==> src/rtl/div_unit.sv <==
// div_unit: sequential signed restoring divider, one quotient bit per clock.
// z = {remainder, quotient}, packed for direct HI/LO loading.
// Quotient truncates toward zero; the remainder takes the dividend's sign.
// Optional build macro: DIV_EARLY_EXIT_EN (skip iterations when |Q| < |b|).
//
//   state  | meaning
//   -------+-----------------------------------------------------------
//   IDLE   | waiting for start; operands are latched on the accepting edge
//   SETUP  | record signs, form magnitudes, flag divide-by-zero
//   ITER   | one shift/trial-subtract step per cycle, WIDTH cycles
//   FIXUP  | apply signs, write z, pulse done, drop busy
module div_unit #(
  parameter int WIDTH = 32
) (
  input  logic               clk,
  input  logic               clr,
  input  logic               start,
  input  logic [WIDTH-1:0]   Q,
  input  logic [WIDTH-1:0]   b,
  output logic [2*WIDTH-1:0] z,
  output logic               busy,
  output logic               done,
  output logic               div_by_zero
);

  localparam int CW = (WIDTH > 1) ? $clog2(WIDTH) : 1;
  localparam logic [CW-1:0] LAST = CW'(WIDTH - 1);

  typedef enum logic [1:0] {
    S_IDLE,
    S_SETUP,
    S_ITER,
    S_FIXUP
  } state_t;

  state_t state, state_nxt;

  logic [WIDTH-1:0] q_lat;
  logic [WIDTH-1:0] b_lat;
  logic [WIDTH-1:0] quo;
  logic [WIDTH:0]   rem;
  logic [WIDTH:0]   mag_b;
  logic             sign_q;
  logic             sign_r;
  logic             dz;
  logic [CW-1:0]    count;

  // |Q| fits unsigned in WIDTH bits even for -2^(WIDTH-1); |b| keeps an extra bit
  // so the trial subtraction below can be done without any sign handling.
  logic [WIDTH-1:0] mag_q_c;
  logic [WIDTH:0]   mag_b_c;
  logic [WIDTH+1:0] shifted;
  logic [WIDTH+1:0] diff;
  logic [WIDTH-1:0] quo_f;
  logic [WIDTH-1:0] rem_f;

  assign mag_q_c = q_lat[WIDTH-1] ? -q_lat : q_lat;
  assign mag_b_c = b_lat[WIDTH-1] ? -{1'b1, b_lat} : {1'b0, b_lat};
  assign shifted = {rem, quo[WIDTH-1]};
  assign diff    = shifted - {1'b0, mag_b};
  assign quo_f   = sign_q ? -quo : quo;
  assign rem_f   = sign_r ? -rem[WIDTH-1:0] : rem[WIDTH-1:0];

`ifdef DIV_EARLY_EXIT_EN
  logic early_exit;
  assign early_exit = (b_lat != '0) && ({1'b0, mag_q_c} < mag_b_c);
`endif

  // State register.
  always_ff @(posedge clk) begin
    if (clr) state <= S_IDLE;
    else     state <= state_nxt;
  end

  // Next-state decode; start is only looked at in IDLE.
  always_comb begin
    state_nxt = state;
    case (state)
      S_IDLE:  if (start) state_nxt = S_SETUP;
      S_SETUP: begin
        state_nxt = S_ITER;
`ifdef DIV_EARLY_EXIT_EN
        if (early_exit) state_nxt = S_FIXUP;
`endif
      end
      S_ITER:  if (count == LAST) state_nxt = S_FIXUP;
      S_FIXUP: state_nxt = S_IDLE;
      default: state_nxt = S_IDLE;
    endcase
  end

  // Datapath and registered outputs, stepped by the current state.
  always_ff @(posedge clk) begin
    if (clr) begin
      q_lat       <= '0;
      b_lat       <= '0;
      quo         <= '0;
      rem         <= '0;
      mag_b       <= '0;
      sign_q      <= 1'b0;
      sign_r      <= 1'b0;
      dz          <= 1'b0;
      count       <= '0;
      z           <= '0;
      busy        <= 1'b0;
      done        <= 1'b0;
      div_by_zero <= 1'b0;
    end else begin
      done <= 1'b0;
      case (state)
        S_IDLE: begin
          if (start) begin
            q_lat <= Q;
            b_lat <= b;
            busy  <= 1'b1;
          end
        end
        S_SETUP: begin
          sign_q <= q_lat[WIDTH-1] ^ b_lat[WIDTH-1];
          sign_r <= q_lat[WIDTH-1];
          dz     <= (b_lat == '0);
          mag_b  <= mag_b_c;
          rem    <= '0;
          quo    <= mag_q_c;
          count  <= '0;
`ifdef DIV_EARLY_EXIT_EN
          if (early_exit) begin
            rem <= {1'b0, mag_q_c};
            quo <= '0;
          end
`endif
        end
        S_ITER: begin
          if (!diff[WIDTH+1]) begin
            rem <= diff[WIDTH:0];
            quo <= {quo[WIDTH-2:0], 1'b1};
          end else begin
            rem <= shifted[WIDTH:0];
            quo <= {quo[WIDTH-2:0], 1'b0};
          end
          count <= count + CW'(1);
        end
        S_FIXUP: begin
          // A zero divisor still runs the full sequence; its result is fixed.
          if (dz) z <= {q_lat, {WIDTH{1'b1}}};
          else    z <= {rem_f, quo_f};
          div_by_zero <= dz;
          done        <= 1'b1;
          busy        <= 1'b0;
        end
        default: ;
      endcase
    end
  end

endmodule

==> config.mk <==
export PLATFORM = sky130hd
export DESIGN_NAME = div_unit
export DESIGN_NICKNAME = d
export VERILOG_FILES = /design/src/rtl/div_unit.sv
export SDC_FILE = /design/constraint.sdc
export NUM_CORES = 1
export LEC_CHECK = 0
export CORE_MARGIN = 2
export CORE_UTILIZATION = 47
export CTS_BUF_LIST = sky130_fd_sc_hd__clkbuf_4
export CTS_CLUSTER_DIAMETER = 40
export DETAILED_ROUTE_END_ITERATION = 6
export GPL_ROUTABILITY_DRIVEN = 0
export PLACE_DENSITY = 0.68
export SYNTH_ARGS = -nofsm -noshare
export SYNTH_HDL_FRONTEND = slang
export SYNTH_SLANG_ARGS = --single-unit
==> constraint.sdc <==
create_clock -name clk -period 3.89 [get_ports clk]
set_input_delay 0.778 -clock clk [delete_from_list [all_inputs] [get_ports clk]]
set_output_delay 0.778 -clock clk [all_outputs]
set_load 0.01 [all_outputs]
# Word-level counts from Yosys, hierarchy flattened
# Index checks and enable logic that the tools add are counted.
[word_totals] register_bits=239 inputBits=67 output_inout_bits=67 word_cells=50
[op_classes] add_sub_neg=6 eq_ne=6 mux=16 n_bitwise=1 reduce_logical=7
[ops] op="2-to-1 mux 32 bit" count=3
[ops] op="negator 32 bit" count=3
[ops] op="2-to-1 mux 33 bit" count=2
[ops] op="one-hot mux 33 bit (2 select lines)" count=1
[ops] op="2-to-1 mux 64 bit" count=1
[ops] op="one-hot mux 32 bit (2 select lines)" count=1
[ops] op="subtractor 34 x 33 -> 34 bit" count=1
[ops] op="negator 33 bit" count=1
[ops] op="logical NOT 32 bit" count=1
[ops] op="one-hot mux 5 bit (2 select lines)" count=1
[ops] op="one-hot mux 2 bit (4 select lines)" count=1
[ops] op="AND reduction 2 bit" count=3
[ops] op="adder 5 x 1 -> 5 bit (second input constant)" count=1
[ops] op="== test 5 bit (second input constant)" count=1
[ops] op="== test 2 bit (second input constant)" count=2
[ops] op="2-to-1 mux 2 bit" count=2
[ops] op="inequality test 2 bit (second input constant)" count=2
[ops] op="nonzero test 2 bit" count=2
[ops] op="2-to-1 mux 1 bit" count=3
[ops] op="== test 2 x 1 -> 1 bit (second input constant)" count=1
[ops] op="logical NOT 2 bit" count=1
[ops] op="one-hot mux 1 bit (2 select lines)" count=1
[ops] op="XOR 1 bit" count=1

# Logic depth before layout (Yosys ltp)
[depth] word_depth=3 ltp_mapped=13 depth_no_buf=13

# Worst setup path before layout
# Ideal clock, no wire load.
[synth_path] kind="reg2reg" start="reg quo[31]" end="reg rem[30]" setup_ns=0.129 arrival_time_ns=3.095 t_required_ns=3.761 setup_slack_ns=0.666 stages_incl_launch_ff=14 path_buffers=0 period_less_slack_ns=3.224 path_cell_list="dfxtp_1 > inv_1 > ha_1 > inv_1 > fa_1 > a211oi_1 > o21ai_1 > o311a_1 > a31oi_1 > o21ai_1 > o41ai_2 > mux2i_1 > a2111oi_0 > o21ai_0"
[synth_via] elab_chain_cells=3
[synth_rtl] element="from (decl)" line_no="40" source="logic [WIDTH-1:0] quo;"
[synth_rtl] element="from (signal assigned)" line_no="124" source="quo <= mag_q_c;"
[synth_rtl] element="from (signal assigned)" line_no="136" source="quo <= {quo[WIDTH-2:0], 1'b1};"
[synth_rtl] element="from (signal assigned)" line_no="139" source="quo <= {quo[WIDTH-2:0], 1'b0};"
[synth_rtl] element="subtractor 34 x 33 -> 34 bit" line_no="60" source="assign diff = shifted - {1'b0, mag_b};"
[synth_rtl] element="2-to-1 mux 33 bit" line_no="134" source="if (!diff[WIDTH+1]) begin"
[synth_rtl] element="one-hot mux 33 bit (2 select lines)" line_no="110" source="case (state)"
[synth_rtl] element="to (signal assigned)" line_no="135" source="rem <= diff[WIDTH:0];"
[synth_rtl] element="to (signal assigned)" line_no="138" source="rem <= shifted[WIDTH:0];"
[synth_rtl] element="to (decl)" line_no="41" source="logic [WIDTH:0] rem;"
# Every way passes these cells.
# A chain may end at the register's enable or synchronous reset.

# Worst setup path after layout
# Ends and elaborated chain as after synthesis.

==> run metrics <==
status=completed; IO buf count=133; DP HPWL=24970 um; die height=172.8 um; die width=172.8 um; Post-synth EDFFs=0; register area share after synthesis=35.73%; total core area=27930 um2; GRT Residual Overflow=0; startpoint types=flip-flop; Synth cell types=61; Gate power share=45.7%; WL/cell=15.61 um; fin. max-slew vios=0; Root Buffer=clkbuf_4; row count=61; CP arrival=4.08 ns; Lkg Pwr=5.979 nW; GR Util All Layers=22.71%; largest net degree at the start of global routing=77; Ys Warns=0; H-tree levels=3; post-cts resize count=0; Synthesized Nets=1809; Cell Area, Synth=13390 um2; first-pass GRT wire length=57010 um; CTS tree=built; RSZ-0062 raised after global routing=no; #FFs+latches synth=239; worst skew pair latency=0.69 ns; Clock Skews=0.03980 ns; CP max FO=5; Fin Setup TNS=0 ns; # nets final=1923; Layout fillers=2632; Final Routed Wirelength=34800 um; area grow syn2layout=17.96%; # hold bufs at CTS=0; IO Pins=134; top post-synthesis cells by area=dfxtp_1, nand2_1, xor2_1; starting density of the core=47.93%; internal cell power=6.085 mW; 1st-iter DRT viols=897; fraction of registers with async set/reset=0%; vias in the first global route=11.46k; ANT nets after route=0; final hold vios=0; sequential share of power=32.7%; initial antenna violation count=1; CTS sink cnt=239; CP endpoint kind=flip-flop; crit path time final=3.537 ns; CTS buffer count=67; vias per cell=5.469; DR vias=12.20k; final worst path period share=90.93%; Worst Hold Class=in2reg; drt drc=0; Switching Share=41.71%; postcts setup bufs=0; leading area contributor after synthesis=dfxtp_1; Slew HR=12.82%; Syn Inst Count=1698; PD cells=661.0 nW/um2; Die Area=29850 um2; maximum root-to-sink buffer count=3; layout cell share with drive strength beyond 1=7.942%; Top FF cell, synth=dfxtp_1; Max VDD drop=0.3809 mV; crit path kind=reg2reg; 1st-pass router iterations=5; Fmax=0.2827 GHz; worst slew pin tran=1.302 ns; Reg clk slew, reported paths=0.06 ns; CP required=4.44 ns; final total power=10.44 mW; Clock power frac=21.6%; max_cap viols=0; mean area per synthesized cell=7.885 um2; final setup fails=0; post-synth top area share=35.73%; Psw=4.355 mW
## path summary, 6_finish.rpt
kind / from / endpoint / slack (ns) / depth (start not counted)
setup reg to reg: quo[31]$_SDFFE_PP0P_ / rem[30]$_SDFFE_PP0P_ / 0.35 / 14
setup / recovery: quo[31]$_SDFFE_PP0P_ / rem[30]$_SDFFE_PP0P_ / 0.35 / 14
hold / removal: clr / count[3]$_SDFFE_PP0P_ / 0.32 / 2
hold reg to reg: mag_b[32]$_SDFFE_PP0N_ / mag_b[32]$_SDFFE_PP0N_ / 0.46 / 2
## placed cells by master (no fill, tap or decap), types with 10 or more instances in the layout
| cell type | n |
|---|---|
| nand2_1 | 292 |
| dfxtp_1 | 238 |
| nor2_1 | 154 |
| o21ai_0 | 138 |
| clkdlybuf4s50_1 | 132 |
| a21oi_1 | 105 |
| xor2_1 | 105 |
| clkbuf_4 | 90 |
| mux2i_1 | 71 |
| a211oi_1 | 71 |
| inv_1 | 53 |
| xnor2_1 | 40 |
| ha_1 | 40 |
| o31ai_1 | 35 |
| nand3_1 | 22 |
| o211ai_1 | 22 |
| buf_4 | 19 |
| o41ai_1 | 15 |
| or4_1 | 14 |
| nor3_1 | 13 |
| clkinv_1 | 12 |
| a21o_1 | 12 |
| or3_1 | 12 |
| nand4_1 | 10 |
| nor2b_1 | 10 |
## synthesized netlist by cell type (all sizes together) (17+ instances only)
cell type and instances:
xor2 105, ha 43, o211ai 22, o21ai 141
o31ai 35, a21oi 105, mux2i 71, or4 17
nand2 293, a211oi 71, xnor2 41, dfxtp 239
inv 53, o41ai 18, clkbuf 96, nor2 155
nand3 23
## critical path, stage by stage (launching register included)
cell and delay, ns:
dfxtp_1 0.31, inv_1 0.11, ha_1 0.21, inv_1 0.07, fa_1 0.42, a211oi_1 0.24
o21ai_1 0.14, o311a_1 0.36, a31oi_1 0.19, buf_4 0.17, o21ai_1 0.10, o41ai_2 0.45
mux2i_1 0.13, a2111oi_0 0.39, o21ai_0 0.12
## state kept, by name, summed over array words and instances, names as in the netlist, 2 cells and up
register / cells
q_lat: 32
rem: 33
z: 64
state: 2
count: 5
quo: 32
b_lat: 32
mag_b: 33
## logic make-up after synthesis
| family | count (synthesis) | share of synthesized area, % |
|---|---|---|
| AO/OA/AOI/OAI | 460 | 21.87 |
| XOR/XNOR | 146 | 9.607 |
| adder cells (fa/ha/maj) | 44 | 4.168 |
| buffers and inverters | 164 | 4.710 |
| flip-flops | 239 | 35.73 |
| multiplexers | 71 | 5.308 |
| AND/OR/NAND/NOR | 574 | 18.61 |
## cell type report
| cell class | count | area [um2] | share of cell area, % |
|---|---|---|---|
| well taps | 378 | 473.0 | 2.995 |
| clock inverters | 18 | 123.9 | 0.7843 |
| repair buffers | 154 | 1515 | 9.594 |
| diodes | 1 | 2.502 | 0.01584 |
| multi-input cells | 1295 | 8011 | 50.72 |
| inverters | 55 | 206.4 | 1.307 |
| clock buffers | 90 | 675.6 | 4.278 |
| flip-flops and latches | 239 | 4786 | 30.30 |
## stage by stage
step | hold WS, ns | worst slack (ns) | instance area, um2 | util [%] | cells
after global placement | 0.4427 | 0.4375 | 14990 | 53.67 | 2121
final | 0.3209 | 0.3527 | 15790 | 56.54 | 2230
after CTS | 0.2882 | 0.3666 | 15790 | 56.53 | 2229
after floorplan | 0.4245 | 0.6658 | 13390 | - | 1698
after global routing | 0.2878 | 0.09765 | 15790 | 56.54 | 2230
after detailed placement | 0.4557 | 0.3937 | 14990 | 53.67 | 2121
## power by group through the flow
stage          registers [mW]  logic [mW]  clock network, mW
3_5_place_dp             3.46        4.74                  0
3_3_place_gp             3.45        4.67                  0
2_1_floorplan            3.32        3.61                  0
6_report                 3.42        4.77               2.25
4_1_cts                  3.41        4.75               2.32
5_1_grt                  3.49        5.29               2.44
## metal layers
metal	part of all wire, %	global-route usage [%]	up-vias
met5	0	0	-
met4	2.7	7.945	0
met3	5.5	4.376	88
met2	45	36.73	352
met1	47	30.35	5555
li1	-	-	6200
Power figures use the tool's default switching activity.
